**config.mk**
```make
export PLATFORM = sky130hd
export DESIGN_NAME = config_frame_writer
export DESIGN_NICKNAME = d
export VERILOG_FILES = /design/src/rtl/config_frame_writer.sv
export SDC_FILE = /design/constraint.sdc
export NUM_CORES = 1
export LEC_CHECK = 0
export CAP_MARGIN = 30
export CORE_MARGIN = 2
export CORE_UTILIZATION = 46
export CTS_CLUSTER_DIAMETER = 80
export CTS_CLUSTER_SIZE = 8
export DETAILED_ROUTE_END_ITERATION = 10
export HOLD_SLACK_MARGIN = 0.02
export PLACE_DENSITY_LB_ADDON = 0.3
export SYNTH_ARGS = -nofsm -noshare
export SYNTH_HDL_FRONTEND = slang
export SYNTH_SLANG_ARGS = --single-unit
```
**constraint.sdc**
```tcl
create_clock -name CLK -period 2.2 [get_ports CLK]
set_input_delay 0.44 -clock CLK [delete_from_list [all_inputs] [get_ports CLK]]
set_output_delay 0.44 -clock CLK [all_outputs]
set_load 0.03 [all_outputs]
```
**src/rtl/config_frame_writer.sv**
```systemverilog
// config_frame_writer: consumes a word stream, hunts for the sync word, then
// decodes header/data word pairs and drives one configuration frame per pair
// onto the fabric latch array (data on FrameData, one-cycle registered
// FrameStrobe/ColSelect pulse, then a one-cycle hold before the next header).
//
// Optional feature macro: CFG_FRAME_COUNT_EN adds a saturating 16-bit
// frame_count output that counts strobe cycles.

module config_frame_writer #(
    parameter int FRAME_BITS         = 32,
    parameter int MAX_FRAMES_PER_COL = 20,
    parameter int NUM_COLUMNS        = 16
) (
    input  logic                          CLK,
    input  logic                          resetn,
    input  logic [FRAME_BITS-1:0]         s_data,
    input  logic                          s_valid,
    output logic                          s_ready,
    output logic [FRAME_BITS-1:0]         FrameData,
    output logic [MAX_FRAMES_PER_COL-1:0] FrameStrobe,
    output logic [NUM_COLUMNS-1:0]        ColSelect,
    output logic                          busy,
    output logic                          err
`ifdef CFG_FRAME_COUNT_EN
    ,
    output logic [15:0]                   frame_count
`endif
);

    // Stream control words; the header layout needs at least 32 bits.
    localparam logic [FRAME_BITS-1:0] SYNC_WORD   = FRAME_BITS'(32'hFAB0_FAB1);
    localparam logic [FRAME_BITS-1:0] DESYNC_WORD = FRAME_BITS'(32'hFAB0_FAB0);

    typedef enum logic [2:0] {
        IDLE,
        HEADER,
        DATA,
        STROBE,
        HOLD
    } state_t;

    state_t                        state_q, state_d;
    logic [FRAME_BITS-1:0]         frame_data_q, frame_data_d;
    logic [MAX_FRAMES_PER_COL-1:0] strobe_q, strobe_d;
    logic [NUM_COLUMNS-1:0]        col_sel_q, col_sel_d;
    logic                          err_q, err_d;
    logic [7:0]                    column_q, column_d;
    logic [4:0]                    frame_q, frame_d;
    // Set when the latched header addresses a non-existent frame or column;
    // the paired data word is then swallowed without a strobe.
    logic                          bad_q, bad_d;

    logic       accept;
    logic [7:0] hdr_column;
    logic [4:0] hdr_frame;
    logic       hdr_bad;

    // Handshake and header field decode from the current word.
    assign s_ready    = (state_q == IDLE) || (state_q == HEADER) || (state_q == DATA);
    assign accept     = s_valid && s_ready;
    assign hdr_column = s_data[31:24];
    assign hdr_frame  = s_data[4:0];
    assign hdr_bad    = (32'(hdr_column) >= 32'(NUM_COLUMNS)) ||
                        (32'(hdr_frame)  >= 32'(MAX_FRAMES_PER_COL));

    // Next-state, datapath and registered-output decode for the frame FSM.
    always_comb begin
        // NOTE: every signal gets a default before the case so no path can
        // leave one unassigned, which would infer a latch.
        state_d      = state_q;
        frame_data_d = frame_data_q;
        strobe_d     = '0;
        col_sel_d    = '0;
        err_d        = err_q;
        column_d     = column_q;
        frame_d      = frame_q;
        bad_d        = bad_q;

        unique case (state_q)
            IDLE: begin
                // Sync hunt: everything except the sync word is dropped.
                if (accept && (s_data == SYNC_WORD)) begin
                    state_d = HEADER;
                end
            end
            HEADER: begin
                if (accept) begin
                    if (s_data == DESYNC_WORD) begin
                        state_d = IDLE;
                    end else begin
                        column_d = hdr_column;
                        frame_d  = hdr_frame;
                        bad_d    = hdr_bad;
                        err_d    = err_q | hdr_bad;
                        state_d  = DATA;
                    end
                end
            end
            DATA: begin
                if (accept) begin
                    if (bad_q) begin
                        state_d = HEADER;
                    end else begin
                        // Strobe is computed here so it appears registered,
                        // aligned with the STROBE state, and glitch-free.
                        frame_data_d = s_data;
                        strobe_d     = MAX_FRAMES_PER_COL'(1) << frame_q;
                        col_sel_d    = NUM_COLUMNS'(1) << column_q;
                        state_d      = STROBE;
                    end
                end
            end
            STROBE: begin
                state_d = HOLD;
            end
            HOLD: begin
                state_d = HEADER;
            end
            default: begin
                state_d = IDLE;
            end
        endcase
    end

    // State, data and strobe registers with asynchronous clear.
    always_ff @(posedge CLK or negedge resetn) begin
        if (!resetn) begin
            state_q      <= IDLE;
            frame_data_q <= '0;
            strobe_q     <= '0;
            col_sel_q    <= '0;
            err_q        <= 1'b0;
            column_q     <= '0;
            frame_q      <= '0;
            bad_q        <= 1'b0;
        end else begin
            // NOTE: non-blocking assignments so every flop samples the
            // pre-edge values regardless of statement order.
            state_q      <= state_d;
            frame_data_q <= frame_data_d;
            strobe_q     <= strobe_d;
            col_sel_q    <= col_sel_d;
            err_q        <= err_d;
            column_q     <= column_d;
            frame_q      <= frame_d;
            bad_q        <= bad_d;
        end
    end

    assign FrameData   = frame_data_q;
    assign FrameStrobe = strobe_q;
    assign ColSelect   = col_sel_q;
    assign busy        = (state_q != IDLE);
    assign err         = err_q;

`ifdef CFG_FRAME_COUNT_EN
    logic [15:0] count_q, count_d;

    // Saturating count of strobe cycles; only reset clears it.
    always_comb begin
        count_d = count_q;
        if ((state_q == STROBE) && (count_q != 16'hFFFF)) begin
            count_d = count_q + 16'd1;
        end
    end

    // Frame counter register.
    always_ff @(posedge CLK or negedge resetn) begin
        if (!resetn) begin
            count_q <= '0;
        end else begin
            count_q <= count_d;
        end
    end

    assign frame_count = count_q;
`endif

endmodule

```
==> Word level (Yosys, flattened, before mapping) <==
Index checks and enable logic that the tools add are counted.
{ "op_classes": {"n_lt_le_gt_ge": 2, "shift": 2, "bitwise_logic": 3, "mux": 12, "n_reduce_logical": 10, "n_eq_ne": 9} }
{ "ops": {"columns": ["operator", "count"], "rows": [
  ["$eq 32x32->1 const B", 2],
  ["$mux 20", 3],
  ["$mux 16", 3],
  ["$shl 1x5->20 const A", 1],
  ["$shl 1x8->16 const A", 1],
  ["$pmux 3 s5", 1],
  ["$mux 3", 3],
  ["$reduce_and 3->1", 3],
  ["$ge 8x5->1 const B", 1],
  ["$eq 3x2->1 const B", 2],
  ["$ge 5x5->1 const B", 1],
  ["$mux 2", 2],
  ["$ne 2x2->1 const B", 2],
  ["$eq 3x1->1 const B", 1],
  ["$eq 3x3->1 const B", 1],
  ["$logic_not 3->1", 1],
  ["$logic_or 1x1->1", 3],
  ["$reduce_bool 3->1", 1],
  ["$logic_and 1x1->1", 2],
  ["$ne 2x1->1 const B", 1],
  ["$not 1->1", 2],
  ["$or 1x1->1", 1]
]} }
{ "word_totals": {"register_bits": 86, "inputBits": 35} }

==> Longest topological paths before layout <==
{ "logic_depth": {"word_depth": 7, "depth_mapped": 7} }

==> Worst setup path after synthesis <==
Ideal clock, no wire load.
{ "synth_path": {"path_type": "input port to flip-flop", "startpoint": "in s_data[1]", "endpoint": "reg column_q[0]", "cell_stages": 5, "t_arrival_ns": 1.735, "t_required_ns": 2.075, "path_slack_ns": 0.340, "path_buffers": 1, "cell_sequence": "nor4b_1 -> nand4_1 -> o31ai_4 -> buf_8 -> mux2_4"} }
{ "synth_between": {"elab_chain_len": 3} }
{ "synth_rtl": {"columns": ["item", "line", "source"], "rows": [
  ["start, declared", "16", "input logic [FRAME_BITS-1:0] s_data,"],
  ["$eq 32x32->1", "88", "if (s_data == DESYNC_WORD) begin"],
  ["$not 1->1 (no source line)", null, null],
  ["$reduce_and 3->1 (no source line)", null, null],
  ["end signal, assigned", "144", "column_q <= column_d;"],
  ["end, declared", "47", "logic [7:0] column_q, column_d;"]
]} }
No other way between the ends.
A chain may end at the register's enable or synchronous reset.

==> Worst setup path in the final report <==
{ "layout_path": {"startpoint": "in s_data[27]", "endpoint": "reg column_q[4]"} }
The elaborated chain is that of the path after synthesis.

==> impl_metrics.csv <==
group,metric,value,unit
die,num_io_pins,106,
sta,slew_viol_final,0,
sta,final_hold_viol_count,0,
final_layout,fin_cells,537,
synthesis,synth.area.top_cells,"dfrtp_1, nand2_1, mux2_4",
place,gp_congestion,0.7667,
synthesis,syn-cell-area,3347,um2
synthesis,synth_edf_count,0,
die,die-height,89.30,um
die,die_w,89.30,um
clock_network,cts_buffers,9,
detailed_routing,detail_route.wl_per_cell,13.47,um
synthesis,ys_ff_latch,86,
final_layout,area_growth,45.91,%
synthesis,synth_top_area_cell,"dfrtp_1",
place,dp_hpwl,5316,um
die,start_util,46.90,%
worst_setup_path,startpoint_type,"input port",
synthesis,async_reset_ff_share,100.0,%
synthesis,synth_top_flop_cell,"dfrtp_1",
power_and_ir_drop,leakage,2.353,nW
detailed_routing,via_count,2535,
synthesis,ys_seq_area_share,64.30,%
worst_setup_path,arrival,2340,ps
power_and_ir_drop,max-vdd-ir-drop,0.3629,mV
clock_network,cts_tree,"yes",
clock_network,root_buffer,"clkbuf_8",
detailed_routing,vias_per_cell,4.721,
global_routing,grt_pass1_wl,11690,um
sta,relSlewSlack,58.94,%
synthesis,yosysTopAreaCellShare,64.30,%
final_layout,final_cell_mix,"nand2_1, clkdlybuf4s50_1, dfrtp_1",
sta,finalSetupViolations,0,
flow_run,cap_violations,0,
worst_setup_path,worstPathRequired,2430,ps
detailed_routing,antenna_left,0,
final_layout,n_antenna_cell,0,
synthesis,synth_cell_types,40,
global_routing,grt_antenna_before_repair,0,
run_status,status,"finished, final reports clean",
place,port_buffers,105,
sta,period_needed,2104,ps
global_routing,grt_pass1_vias,2447,
detailed_routing,drc,0,
synthesis,ys_warn_count,0,
worst_setup_path,critPathKind,"input port to register",
sta,worstMarginPinSlew,610.3,ps
sta,fin_skew,9.908,ps
power_and_ir_drop,power.density,565.0,nW/um2
clock_network,post_cts_buffers,0,
global_routing,grt_max_degree,38,
hold_path,hold_path_class,"register to register",
detailed_routing,wirelength,7236,um
final_layout,final_common_cell,"nand2_1",
synthesis,syn_avg_cell_area,11.01,um2
final_layout,drive_above_1_share,15.30,%
power_and_ir_drop,finalPower,2.759,mW
clock_network,cts.clk_slew.worst_paths,100,ps
clock_network,htreeDepth,3,
clock_network,clock_latency,350,ps
die,core,7137,um2
clock_network,clk_path_buf_depth,2,
final_layout,final_nets,468,
detailed_routing,drt_pass1_iterations,4,
detailed_routing,drt_iter0_drc,55,
worst_setup_path,path_max_fanout,10,
die,dieArea,7974,um2
place,dp.cells,520,
sta,rsz0062_at_grt,"false",
sta,setup_tns,0,ps
clock_network,cts.sinks,86,
final_layout,fillCellCount,585,
synthesis,synthesis.nets,339,
sta,fmax,0.4752,GHz
sta,fin_crit_sh,95.65,%
die,rows,31,
global_routing,grt_overflow,0,
global_routing,track_usage,19.39,%
worst_setup_path,critical_path.endpoint_type,"register",
synthesis,syn_inst,304,
-- cell usage after synthesis, types with 2 or more instances --
library cell and count:
nor3_1 13, or4b_1 2, buf_2 3, dfrtp_1 86, nor4_1 4, nand2_1 104
nand3_1 3, mux2_2 5, clkbuf_1 6, nand2b_1 6, nor2_1 23, or4_1 2
nand4_1 2, and4b_1 2, nand4b_1 4, buf_1 2, nand4_2 2, and4bb_2 3
or3_1 2, o21ai_0 4, mux2_4 7
-- report_power, final --
group / internal, mW / total (mW) / switching (mW) / leakage, nW
clock network: 0.433 / 1.04 / 0.602 / 0.0863
registers: 1.58 / 1.58 / 0.0000000252 / 1.20
logic: 0.0842 / 0.144 / 0.0602 / 1.07
-- metal layers --
layer	wire (um)	vias to the layer above	GRT usage, %
met2	3362	87	29.16
met1	3238	1168	26.35
met4	67	0	5.834
li1	-	1274	-
met5	0	-	0
met3	568	6	7.387
-- cells by family after synthesis --
logic type / Yosys count / share of synthesized area, %
and+or+nand+nor: 181 / 26.06
DFF: 86 / 64.30
buffers and inverters: 15 / 2.467
muxes: 13 / 5.121
AOI/OAI and AO/OA: 9 / 2.056
-- per-stage QoR --
stage | hold slack, ps | utilization (%) | area [um2] | setup WS, ps
after floorplan | 144.4 | - | 3347 | 339.6
after global placement | 384.0 | 65.48 | 4673 | -202.4
after detailed placement | 390.0 | 65.48 | 4673 | -283.0
after CTS | 486.5 | 68.22 | 4868 | 36.93
after global routing | 493.5 | 68.43 | 4883 | 26.84
final | 484.4 | 68.43 | 4883 | 95.81
-- cell type report --
| cell class | instances | area (um2) | area share [%] |
|---|---|---|---|
| clock buffer | 9 | 123.9 | 2.537 |
| clock inverter | 7 | 62.56 | 1.281 |
| sequential | 86 | 2152 | 44.07 |
| tap | 99 | 123.9 | 2.537 |
| inverter | 1 | 3.754 | 0.07686 |
| timing repair buffer | 132 | 1292 | 26.47 |
| multi-input combinational | 203 | 1125 | 23.03 |
-- critical path: stages --
cell and delay [ps]:
clkdlybuf4s50_1 470, nor4bb_2 300, buf_4 160, nand4_1 180, o31ai_4 280, buf_12 180, mux2_2 330
-- sequential cells by signal (all words and copies together), names as in the netlist --
| register | cells |
|---|---|
| err | 1 |
| column_q | 8 |
| frame_q | 5 |
| state_q | 3 |
| bad_q | 1 |
| ColSelect | 16 |
| FrameData | 32 |
| FrameStrobe | 20 |
-- path summary, 6_finish.rpt --
kind / from / to / slack, ps / depth (start not counted)
worst max register to register: state_q[2]$_DFFE_PN0P_ / FrameStrobe[5]$_DFF_PN0_ / 420 / 4
max in group asynchronous: resetn / column_q[4]$_DFFE_PN0P_ / 1060 / 3
min in group asynchronous: resetn / ColSelect[11]$_DFF_PN0_ / 560 / 2
worst max-delay path: s_data[27] / column_q[4]$_DFFE_PN0P_ / 100 / 7
worst min-delay path: FrameData[27]$_DFFE_PN0P_ / FrameData[27]$_DFFE_PN0P_ / 480 / 2
worst min register to register: FrameData[27]$_DFFE_PN0P_ / FrameData[27]$_DFFE_PN0P_ / 480 / 2
-- what timing repair did --
| action | in CTS | in global routing |
|---|---|---|
| pin swaps | 0 | 0 |
| endpoints found under the hold margin | 30 | 0 |
| hold buffers | 1 | 0 |
| setup endpoints to repair | 1 | 8 |
| gates resized for setup | 1 | 3 |
No activity file was read; power rests on OpenSTA's default activity.
